`config.mk`:
```
export PLATFORM = sky130hd
export DESIGN_NAME = register_scoreboard
export DESIGN_NICKNAME = d
export VERILOG_FILES = /design/src/rtl/core_pkg.sv /design/src/rtl/scoreboard_counter.sv /design/src/rtl/register_scoreboard.sv
export SDC_FILE = /design/constraint.sdc
export NUM_CORES = 1
export LEC_CHECK = 0
export ABC_AREA = 1
export ABC_CLOCK_PERIOD_IN_PS = 3070
export CAP_MARGIN = 20
export CORE_ASPECT_RATIO = 0.5
export CORE_UTILIZATION = 50
export CTS_BUF_LIST = sky130_fd_sc_hd__clkbuf_4 sky130_fd_sc_hd__clkbuf_8
export DETAILED_ROUTE_END_ITERATION = 7
export PLACE_DENSITY = 0.72
export SLEW_MARGIN = 20
export SYNTH_ARGS = -nofsm -noshare
export SYNTH_HDL_FRONTEND = slang
export SYNTH_SLANG_ARGS = --single-unit
export TNS_END_PERCENT = 50
```
`constraint.sdc`:
```
create_clock -name clk -period 3.07 [get_ports clk]
set_input_delay 0.614 -clock clk [delete_from_list [all_inputs] [get_ports clk]]
set_output_delay 0.614 -clock clk [all_outputs]
set_load 0.05 [all_outputs]
```
`src/rtl/core_pkg.sv`:
```
// Shared core constants and types; holds the register-scoreboard defaults.
package core_pkg;

  localparam int unsigned NUM_REGS_RV32E = 16;
  localparam int unsigned NUM_REGS_RV32I = 32;

  localparam int unsigned SB_NUM_REGS     = NUM_REGS_RV32E;
  localparam int unsigned SB_NUM_SRC      = 2;
  localparam int unsigned SB_NUM_KILL     = 3;
  localparam int unsigned SB_MAX_INFLIGHT = 4;

  typedef logic [$clog2(SB_NUM_REGS)-1:0] reg_addr_t;

endpackage

```
`src/rtl/scoreboard_counter.sv`:
```
// Per-register in-flight write counter: one increment, summed decrements,
// clamps to zero on underflow and to MAX_INFLIGHT at the top.
module scoreboard_counter #(
  parameter int unsigned MAX_INFLIGHT = 4,
  parameter int unsigned CNT_W        = 3,
  parameter int unsigned DEC_W        = 3
) (
  input  logic             clk,
  input  logic             rst,
  input  logic             inc,
  input  logic [DEC_W-1:0] dec_sum,
  output logic [CNT_W-1:0] cnt,
  output logic             busy,
  output logic             underflow
);

  localparam int unsigned SUM_W = ((CNT_W > DEC_W) ? CNT_W : DEC_W) + 1;

  logic [CNT_W-1:0] r_cnt;
  logic [SUM_W-1:0] w_up;
  logic [SUM_W-1:0] w_dec;
  logic [SUM_W-1:0] w_diff;
  logic             w_uflow;
  logic [CNT_W-1:0] w_next;

  always_comb begin
    w_up    = SUM_W'(r_cnt) + SUM_W'(inc);
    w_dec   = SUM_W'(dec_sum);
    w_diff  = w_up - w_dec;
    w_uflow = (w_dec > w_up);
    w_next  = CNT_W'(w_diff);
    if (w_uflow) begin
      w_next = '0;
    end else if (w_diff > SUM_W'(MAX_INFLIGHT)) begin
      w_next = CNT_W'(MAX_INFLIGHT);
    end
  end

  always_ff @(posedge clk or posedge rst) begin
    if (rst) begin
      r_cnt <= '0;
    end else begin
      r_cnt <= w_next;
    end
  end

  assign cnt       = r_cnt;
  assign busy      = (r_cnt != '0);
  assign underflow = w_uflow;

endmodule

```
`src/rtl/register_scoreboard.sv`:
```
// Hazard tracker: counts in-flight writes per register and raises a
// combinational stall for unforwardable pending sources or a full counter.
module register_scoreboard
  import core_pkg::*;
#(
  parameter int unsigned NUM_REGS     = SB_NUM_REGS,
  parameter int unsigned NUM_SRC      = SB_NUM_SRC,
  parameter int unsigned NUM_KILL     = SB_NUM_KILL,
  parameter int unsigned MAX_INFLIGHT = SB_MAX_INFLIGHT
) (
  input  logic                                  clk,
  input  logic                                  rst,
  input  logic                                  issue_valid,
  input  logic                                  issue_we,
  input  logic [$clog2(NUM_REGS)-1:0]           issue_rd,
  input  logic                                  wb_valid,
  input  logic [$clog2(NUM_REGS)-1:0]           wb_rd,
  input  logic [NUM_KILL-1:0]                   kill_valid,
  input  logic [NUM_KILL*$clog2(NUM_REGS)-1:0]  kill_rd,
  input  logic [NUM_SRC*$clog2(NUM_REGS)-1:0]   src_addr,
  input  logic [NUM_SRC-1:0]                    src_fwd_ok,
  output logic                                  stall,
  output logic [NUM_REGS-1:0]                   busy_mask,
  output logic                                  idle,
  output logic                                  underflow_err
);

  localparam int unsigned AW    = $clog2(NUM_REGS);
  localparam int unsigned CNT_W = $clog2(MAX_INFLIGHT + 1);
  localparam int unsigned DEC_W = $clog2(NUM_KILL + 2);

  logic [CNT_W-1:0]    w_cnt     [NUM_REGS];
  logic [DEC_W-1:0]    w_dec_sum [1:NUM_REGS-1];
  logic [NUM_REGS-1:1] w_inc;
  logic [NUM_REGS-1:0] w_busy;
  logic [NUM_REGS-1:0] w_uflow;
  logic                w_issue;
  logic                w_stall;
  logic                r_underflow_err;

  assign w_issue = issue_valid & issue_we & (issue_rd != '0);

  // Stall reduction over source ports plus the full-counter issue block.
  always_comb begin
    w_stall = 1'b0;
    for (int unsigned s = 0; s < NUM_SRC; s++) begin
      if ((src_addr[s*AW +: AW] != '0) && (w_cnt[src_addr[s*AW +: AW]] != '0) && !src_fwd_ok[s]) begin
        w_stall = 1'b1;
      end
    end
    if (w_issue && (w_cnt[issue_rd] == CNT_W'(MAX_INFLIGHT))) begin
      w_stall = 1'b1;
    end
  end

  // Address decode into per-register increment and summed decrements.
  always_comb begin
    w_inc = '0;
    for (int unsigned r = 1; r < NUM_REGS; r++) begin
      w_inc[r]     = w_issue & ~w_stall & (issue_rd == AW'(r));
      w_dec_sum[r] = DEC_W'(wb_valid && (wb_rd == AW'(r)));
      for (int unsigned k = 0; k < NUM_KILL; k++) begin
        w_dec_sum[r] = w_dec_sum[r] + DEC_W'(kill_valid[k] && (kill_rd[k*AW +: AW] == AW'(r)));
      end
    end
  end

  assign w_cnt[0]   = '0;
  assign w_busy[0]  = 1'b0;
  assign w_uflow[0] = 1'b0;

  for (genvar r = 1; r < NUM_REGS; r++) begin : g_reg
    scoreboard_counter #(
      .MAX_INFLIGHT (MAX_INFLIGHT),
      .CNT_W        (CNT_W),
      .DEC_W        (DEC_W)
    ) u_counter (
      .clk       (clk),
      .rst       (rst),
      .inc       (w_inc[r]),
      .dec_sum   (w_dec_sum[r]),
      .cnt       (w_cnt[r]),
      .busy      (w_busy[r]),
      .underflow (w_uflow[r])
    );
  end

  always_ff @(posedge clk or posedge rst) begin
    if (rst) begin
      r_underflow_err <= 1'b0;
    end else if (|w_uflow) begin
      r_underflow_err <= 1'b1;
    end
  end

  assign stall         = w_stall;
  assign busy_mask     = w_busy;
  assign idle          = ~|w_busy;
  assign underflow_err = r_underflow_err;

endmodule

```
### After elaboration in Yosys (flattened, before gate mapping)

Index checks and enable logic that the tools add are counted.

* bits of input ports: 38
* flip-flop bits (word level): 46
* output and inout port bits: 19

* order comparisons: 33
* bitwise gates (word level): 22
* add/sub/neg operators: 75
* reduce and logical (&&, ||, !) cells: 90
* mux-type cells: 42
* equal/unequal tests: 76

Operator list (count)
* $eq A4 B4 Y1 const B: 40
* $mux W3: 36
* $eq A4 B3 Y1 const B: 20
* $logic_and A1 B1 Y1: 65
* $add A3 B1 Y4: 15
* $gt A3 B4 Y1: 15
* $gt A4 B3 Y1 const B: 15
* $sub A4 B3 Y4: 15
* $reduce_bool A3 Y1: 17
* $add A2 B1 Y3: 15
* $add A3 B1 Y3: 15
* $eq A4 B2 Y1 const B: 10
* $bmux W3 S4: 3
* $add A1 B1 Y2: 15
* $reduce_or A15 Y1: 2
* $eq A4 B1 Y1 const B: 5
* $and A1 B1 Y1: 18
* $ge A5 B5 Y1 const B: 3
* $not A4 Y5: 3
* $reduce_bool A4 Y1: 3
* $eq A3 B3 Y1 const B: 1
* $logic_not A1 Y1: 3
* $mux W1: 3
* $not A1 Y1: 1

### Longest topological paths before layout

Gate-level depths: netlist (run 1).

* depth after elaboration: 18
* gate-level depth with buffers: 25

### Cells and area by module

Synthesis (run 1) repeated with hierarchy kept, for this count alone.

* cells, all modules: 1033
* area total of the unflattened synthesis: 6920.4 µm²

By module, submodules not included
* scoreboard_counter (g_reg[10].u_counter ...): seq. area each 75.1 µm², times used 11, area each 299.0 µm², cells an instance 40
* register_scoreboard: seq. area each 25.0 µm², times used 1, area each 2444.8 µm², cells an instance 433
* scoreboard_counter (g_reg[3].u_counter ...): seq. area each 75.1 µm², times used 4, area each 296.5 µm², cells an instance 40

### Worst setup path before layout (run 1)

No wires, ideal clock.

* path type: input -> register
* start: in src_addr[4]
* end: reg g_reg[11].u_counter.r_cnt[2]
* data required time: 2.950 ns
* buffers on the path: 3
* arrival: 3.155 ns
* library setup time: 0.120 ns
* cell stages on the path: 21
* setup slack: -0.205 ns
* path through: buf_6 > inv_4 > buf_6 > nand2_1 > a21oi_1 > nor2_1 > nand2_1 > nand2_1 > nand2_1 > nand3_2 > nand3_4 > buf_12 > nor2_4 > ha_1 > ha_1 > fa_1 > xor2_1 > nand2_1 > nand3b_1 > o21ai_0 > inv_1

* cells in the longest elaborated chain, start to end: 17

Ends and longest elaborated chain
* start: declaration: line register_scoreboard.sv:20 `input logic [NUM_SRC*$clog2(NUM_REGS)-1:0] src_addr,`
* $not A4 Y5 (not written as such): line register_scoreboard.sv:47 `if ((src_addr[s*AW +: AW] != '0) && (w_cnt[src_addr[s*AW +: AW]] != '0) && !src_fwd_ok[s]) begin`
* $bmux W3 S4: line register_scoreboard.sv:47
* $mux W3 (not written as such) (2 in a row): line register_scoreboard.sv:47
* $reduce_bool A3 Y1: line register_scoreboard.sv:47
* $logic_and A1 B1 Y1 (*) (2 in a row): line register_scoreboard.sv:47
* $mux W1 (*): line register_scoreboard.sv:47
* $mux W1 (*): line register_scoreboard.sv:51 `if (w_issue && (w_cnt[issue_rd] == CNT_W'(MAX_INFLIGHT))) begin`
* $not A1 Y1 (*): line register_scoreboard.sv:60 `w_inc[r] = w_issue & ~w_stall & (issue_rd == AW'(r));`
* $and A1 B1 Y1 (*) (2 in a row): line register_scoreboard.sv:60
* $add A3 B1 Y4 (*): line scoreboard_counter.sv:27 `w_up = SUM_W'(r_cnt) + SUM_W'(inc);`
* $sub A4 B3 Y4: line scoreboard_counter.sv:29 `w_diff = w_up - w_dec;`
* $gt A4 B3 Y1: line scoreboard_counter.sv:34 `end else if (w_diff > SUM_W'(MAX_INFLIGHT)) begin`
* $mux W3: line scoreboard_counter.sv:34
* $mux W3 (*): line scoreboard_counter.sv:32 `if (w_uflow) begin`
* net g_reg[11].u_counter.w_next[2]: line scoreboard_counter.sv:24 `logic [CNT_W-1:0] w_next;`
* end signal: assignment: line scoreboard_counter.sv:43 `r_cnt <= w_next;`
* end: declaration: line scoreboard_counter.sv:19 `logic [CNT_W-1:0] r_cnt;`

Mark *: on every way through the listed nets, which the timed path passes. The rest lies on a longest branch. The select of a mux whose other input is x is not followed.
A chain may end at the register's enable or synchronous reset.

### Worst setup path after layout (run 1)

* start: reg g_reg[5].u_counter.r_cnt[1]
* end: reg r_underflow_err, in the netlist underflow_err

* cells in the longest elaborated chain, start to end: 15

Ends and longest elaborated chain
* start: declaration: line scoreboard_counter.sv:19
* start signal: assignment: line scoreboard_counter.sv:43
* $bmux W3 S4: line register_scoreboard.sv:47
* $mux W3 (not written as such) (2 in a row): line register_scoreboard.sv:47
* $reduce_bool A3 Y1: line register_scoreboard.sv:47
* $logic_and A1 B1 Y1 (2 in a row): line register_scoreboard.sv:47
* $mux W1 (2 in a row): line register_scoreboard.sv:47
* $mux W1: line register_scoreboard.sv:51
* $not A1 Y1: line register_scoreboard.sv:60
* $and A1 B1 Y1 (2 in a row): line register_scoreboard.sv:60
* $add A3 B1 Y4: line scoreboard_counter.sv:27
* $gt A3 B4 Y1: line scoreboard_counter.sv:30 `w_uflow = (w_dec > w_up);`
* $reduce_or A15 Y1 (*): line register_scoreboard.sv:91 `end else if (|w_uflow) begin`
* end signal: assignment: line register_scoreboard.sv:90 `r_underflow_err <= 1'b0;`
* end signal: assignment: line register_scoreboard.sv:92 `r_underflow_err <= 1'b1;`
* end: declaration: line register_scoreboard.sv:39 `logic r_underflow_err;`

Mark *: on every way between the ends. The rest lies on a longest branch, timed or not. The select of a mux whose other input is x is not followed.

==> results of run 1 <==
-- synthesized netlist by cell type --
master	n
inv_2	6
nand4_1	7
nand3b_1	10
clkinv_2	1
nor2_1	139
buf_12	1
inv_1	156
a21o_1	8
dfrtp_1	46
buf_2	1
nand3_2	1
nor3_1	5
nand3_1	73
xnor2_1	8
nor4_1	3
o21ai_0	25
xor2_1	30
fa_1	30
or2_2	1
or2_0	1
inv_4	1
nor2_2	4
o21bai_1	1
ha_1	105
nand2_2	2
nand2_1	191
or2_1	2
nand3_4	1
o21ai_1	2
conb_1	1
buf_4	16
a21oi_1	44
a21oi_2	1
nor2_4	11
buf_6	4
-- state kept, by name, summed over array words and instances, names as in the netlist --
signal           cells
g.u_counter.cnt     45
underflow_err        1
-- through the flow --
stage	instances	setup TNS (ns)	instance area, sq um	hold slack, ns
after global routing	1348	-29.03	10200	0.686
after detailed placement	1305	-41.31	8760	0.703
after floorplan	938	-1.19	6930	0.672
after CTS	1330	-4.56	9520	0.662
final	1348	-19.73	10200	0.654
after global placement	1305	-38.24	8760	0.713
-- cells by family (layout without fill, tap and decap cells) --
kind of cell             count (synthesis)  in the layout
XOR/XNOR                                38             38
other                                    1              1
buffers and inverters                  186            426
flip-flops                              46             46
AO/OA/AOI/OAI                           81             81
adder cells (fa/ha/maj)                135            135
AND/OR/NAND/NOR                        451            451
-- routing by layer --
layer  part of all wire  up-vias
met5                  0        -
met1               0.38     3619
li1                   -     3425
met2               0.43      576
met3               0.13      196
met4              0.061        0
-- layout make-up --
class                           instances  area share
Multi-Input combinational cell        706       0.586
Clock buffer                            6     0.00810
Inverter                              164      0.0622
Timing Repair inverter                  1    0.000736
Timing Repair Buffer                  255       0.209
Sequential cell                        46       0.113
Tap cell                              170      0.0209
-- power breakdown --
group	switching [uW]	total (uW)	internal, uW
Combinational	4170	7430	3260
Clock	251	426	175
Sequential	345	1240	898
-- timing repair --
item / 4_1_cts / 5_1_grt
buffers inserted: 18 / 20
pin swaps: 112 / 75
cloned: 3 / 0
setup endpoints to repair: 46 / 46
resized for setup: 194 / 109
-- worst min path at each step --
stage,end,slack [ns],cells after the start
6_report,g_reg[5].u_counter.cnt[2],0.65,2
5_1_grt,g_reg[5].u_counter.cnt[2],0.69,2
4_1_cts,underflow_err,0.66,2
3_5_place_dp,underflow_err,0.70,3
3_3_place_gp,underflow_err,0.71,3
2_1_floorplan,g_reg[4].u_counter.cnt[2],0.67,4
==> impl_metrics.ini, run 1 <==
[status]
status = finished with violations
violations = DRC, setup timing

[grt]
use_met1 = 0.491
grt_pass1_vias = 7259
grt_max_degree = 23
antenna_found_initial = 0
use_met3 = 0.0664
grt-ovfl-total = 0
grt_use_met2 = 0.555
grt_pass1_wl_mm = 36.7
grt_use_total = 0.351
grt-busiest-layer = met2

[logic_synthesis]
synthMuxAreaShare = 0
synth.distinct_cells = 35
yosys.area_share.simple = 0.299
synth_cells = 938
ys_seq_area_frac = 0.174
ys_seq_elements = 46
synth_area_leaders = ha_1 20%, dfrtp_1 17%, nand2_1 11%, fa_1 9.1%, inv_1 8.8%
synthXorXnorAreaFrac = 0.0502
syn-mean-instance-area_sq_um = 7.06
yosys.area_share.adder = 0.289
synth_nets = 1111
yosysTopAreaCellShare = 0.198
synth_largest_area_cell = ha_1
synth_top_family_by_area = simple AND/OR/NAND/NOR gates
synth-warning-count = 0
netlist_area_sq_mm = 0.00662
synth_compound_area_frac = 0.0652

[clocking]
cts_hold_buf = 0
clock_latency_ns = 0.33
clkSinkCount = 46
cts_tree = built
cts-root-buf = clkbuf_8
clkTransAtPathRegs_ns = 0.11
cts_buffers = 5
ctsLongestPathBuffers = 2
h-tree-depth = 2

[placement]
dp_slack_ns = -1.06
dp_hpwl_mm = 18.0
io_buffers = 55
gp_congestion = 0.986

[finish]
fill_cells = 787
final_util = 0.796
final_cell_mix = 187 x buf_4, 172 x nand2_1, 121 x inv_1
multi_input_comb_area_sq_mm = 0.00597
mostFrequentLayoutCell = buf_4
num_antenna_cells = 0
regArea_sq_mm = 0.00115
nets = 1352
drive_gt1_frac = 0.402
areaGrowthSynthToFinish_pct = 53.9

[worst_setup_path]
r2r_end = underflow_err
reg2reg_slack_ns = -0.67
worstPathRequired_ns = 3.28
crit_buf_inv = 4
r2r_cells = 24
reg2reg_from = g_reg[5].u_counter.cnt[1]
crit_path_frequent_cell = nand2_1
max_stage_delay_ns = 0.47
crit_type = flop to flop
cp-start-kind = flop
cp_top_family = simple AND/OR/NAND/NOR gates
crit_path_end_kind = flop
crit_arrival_ns = 3.95
crit_path_end = underflow_err
crit_chain = nor2_2 > buf_4 > nand2_1 > nand2_1 > nand2_1 > nor2_2 > nor2_2 > nor2_1 > nand2_1 > nand2_2 > inv_2 > nand3_4 > buf_8 > nor2_4 > ha_4 > ha_4 > xor2_4 > ha_4 > buf_4 > a21oi_1 > nand2_1 > nand4_1 > nor2_2 > nand3_2
path_max_fanout = 7
cp_slowest_cell = dfrtp_1
critPathLaunch = g_reg[5].u_counter.cnt[1]
crit_cells = 24

[sta]
fin_crit_sh = 1.22
slew_headroom = 0.620
worst_slack_ns = -0.671
setup_viol = 46
fin_skew_ns = 0.0232
hold_viol_final = 0
rsz0062_at_grt = yes
worst_slew_pin_slew_ns = 0.568
post-route-min-period_ns = 3.74
maxSlewViolCount = 0
max_freq_mhz = 267

[min_path]
hold_path.class = input pin to asynchronous set/reset pin

[power]
finalPower_uw = 9100
power_density_mw_per_mm2 = 893
vdd.ir_drop.worst_mv = 0.799
leakagePower_uw = 0.00487

[die]
core_sq_mm = 0.0128
dieArea_sq_mm = 0.0137
initial_utilization = 0.517
rows = 29
io_pins = 57
die_h_microns = 83.4
die_width_microns = 165

[routing]
post-route-drc-count = 10
drt_iter0_drc = 834
post_drt_wl_per_cell_microns = 20.6
vias_per_cell = 5.80
vias = 7816
wl_mm = 27.7
ant_nets = 0
firstDrtPassIters = 8

[flow_run]
drv_cap = 0
No activity file was read; power rests on OpenSTA's default activity.
==> inputs of run 2 (changes only) <==
- CELL_PAD_IN_SITES_DETAIL_PLACEMENT: not set -> 0
- CELL_PAD_IN_SITES_GLOBAL_PLACEMENT: not set -> 1
- CORE_UTILIZATION: 50 -> 40
- PLACE_DENSITY: 0.72 -> 0.78
==> impl_metrics.ini, run 2 (synthesized netlist as in run 1, its figures left out) <==
[sta]
fin_crit_sh = 1.09
maxSlewViolCount = 0
rsz0062_at_grt = yes
worst_slack_ns = -0.285
fin_skew_ns = 0.0125
worst_slew_pin_slew_ns = 0.581
fin_hold_ws_ns = 0.594
slew_headroom = 0.612
max_freq_mhz = 298
post-route-min-period_ns = 3.36
setup_viol = 45
hold_viol_final = 0

[power]
swShare = 0.505
power_switching_uw = 4270
seq_power_share = 0.137
internal_power_uw = 4180
combPwrFrac = 0.814
leakagePower_uw = 0.00486
vdd.ir_drop.worst_mv = 0.588
power_density_mw_per_mm2 = 824
pwr-share-clk = 0.050
finalPower_uw = 8450

[grt]
grt_use_total = 0.275
grt_pass1_vias = 6868
grt-ovfl-total = 0
grt_max_degree = 24
antenna_found_initial = 0
grt_pass1_wl_mm = 35.5

[finish]
final_cell_mix = 191 x buf_4, 164 x nand2_1, 119 x inv_1
nets = 1356
num_antenna_cells = 0
mostFrequentLayoutCell = buf_4
final_util = 0.650
areaGrowthSynthToFinish_pct = 54.9
largest_reg_flops = 45
drive_gt1_frac = 0.407

[die]
die_width_microns = 184
rows = 32
io_pins = 57
core_sq_mm = 0.0158
initial_utilization = 0.420
dieArea_sq_mm = 0.0171
die_h_microns = 93.0

[clocking]
h-tree-depth = 2
clkTransAtPathRegs_ns = 0.09
cts_buffers = 5
cts_tree = built
cts-root-buf = clkbuf_8
clock_latency_ns = 0.32
cts_hold_buf = 0
clkSinkCount = 46
ctsLongestPathBuffers = 2

[worst_setup_path]
crit_type = input pin to flop
worstPathRequired_ns = 3.27
path_max_fanout = 3
r2r_cells = 24
crit_path_end_kind = flop
crit_arrival_ns = 3.55
cp-start-kind = input pin

[placement]
io_buffers = 55
dp_hpwl_mm = 18.4
gp_congestion = 0.959

[status]
status = finished with violations
violations = setup timing

[routing]
vias_per_cell = 4.99
wl_mm = 22.8
wl_met2_mm = 9.79
ant_nets = 0
topRoutingLayerUsed = met4
post_drt_wl_per_cell_microns = 16.2
wl_met3_mm = 1.31
post-route-drc-count = 0
vias = 7009
firstDrtPassIters = 7
drt_iter0_drc = 536
met1Wirelength_mm = 11.4

[min_path]
hold_path.class = flop to flop
hold_depth = 2

[flow_run]
drv_cap = 0
[run 2: cell types whose count changed in the layout (fill, tap and decap cells not counted), sizes merged, moves of 2 or more]
cell,change
clkbuf,-2
buf,+5
clkdlybuf4s50,+4
dlygate4sd2,-3
[run 2: final timing paths]
check	from	to	slack, ns
min in group asynchronous	rst	g_reg[3].u_counter.cnt[1]	0.67
hold reg to reg	underflow_err	underflow_err	0.59
hold / removal	underflow_err	underflow_err	0.59
setup / recovery	wb_rd[1]	underflow_err	-0.29
max in group asynchronous	rst	g_reg[2].u_counter.cnt[2]	1.77
setup reg to reg	g_reg[5].u_counter.cnt[0]	g_reg[3].u_counter.cnt[0]	-0.23
[run 2: critical path, cell delays in order]
cell,delay [ns]
clkdlybuf4s50_1,0.53
inv_1,0.09
nand2_2,0.12
nor2_2,0.06
fa_1,0.51
ha_1,0.34
ha_2,0.21
fa_2,0.41
inv_2,0.05
a21oi_1,0.06
nand2_1,0.11
nand4_1,0.20
nor2_1,0.15
nand3_1,0.08
[run 2: timing repair]
item | in CTS | in global routing
setup buffers | 22 | 7
cloned | 2 | 0
pin swaps | 76 | 61
endpoints found under the setup margin | 46 | 46
gates resized for setup | 210 | 89
[run 2: per-layer routing]
layer,up-vias,global-route usage
met3,19,0.0280
met2,198,0.428
li1,3425,-
met1,3367,0.416
met5,-,0
met4,0,0.0417
[run 2: layout make-up]
type	count	area, sq um
clock inverter	2	12.5
multi-input combinational	707	5980
sequential	46	1150
tap	221	277
fill	1380	5520
clock buffer	6	82.6
timing repair buffer	259	2120
inverter	164	629
[run 2: per-stage QoR]
stage | TNS, ns | cell area, sq um | worst slack [ns] | std cells
floorplan | -1.19 | 6930 | -0.0989 | 938
global placement | -39.49 | 8880 | -0.974 | 1366
detailed placement | -40.97 | 8880 | -0.995 | 1366
CTS | -4.21 | 9830 | -0.197 | 1398
global route | -14.51 | 10300 | -0.436 | 1405
finish | -5.98 | 10300 | -0.285 | 1405
[run 2: power groups by stage]
stage,Sequential [uW],Clock (uW),Combinational [uW]
6_report,1160,419,6870
5_1_grt,1180,451,7510
4_1_cts,1130,419,6360
3_5_place_dp,1110,0,5880
3_3_place_gp,1100,0,5790
2_1_floorplan,1180,0,3500
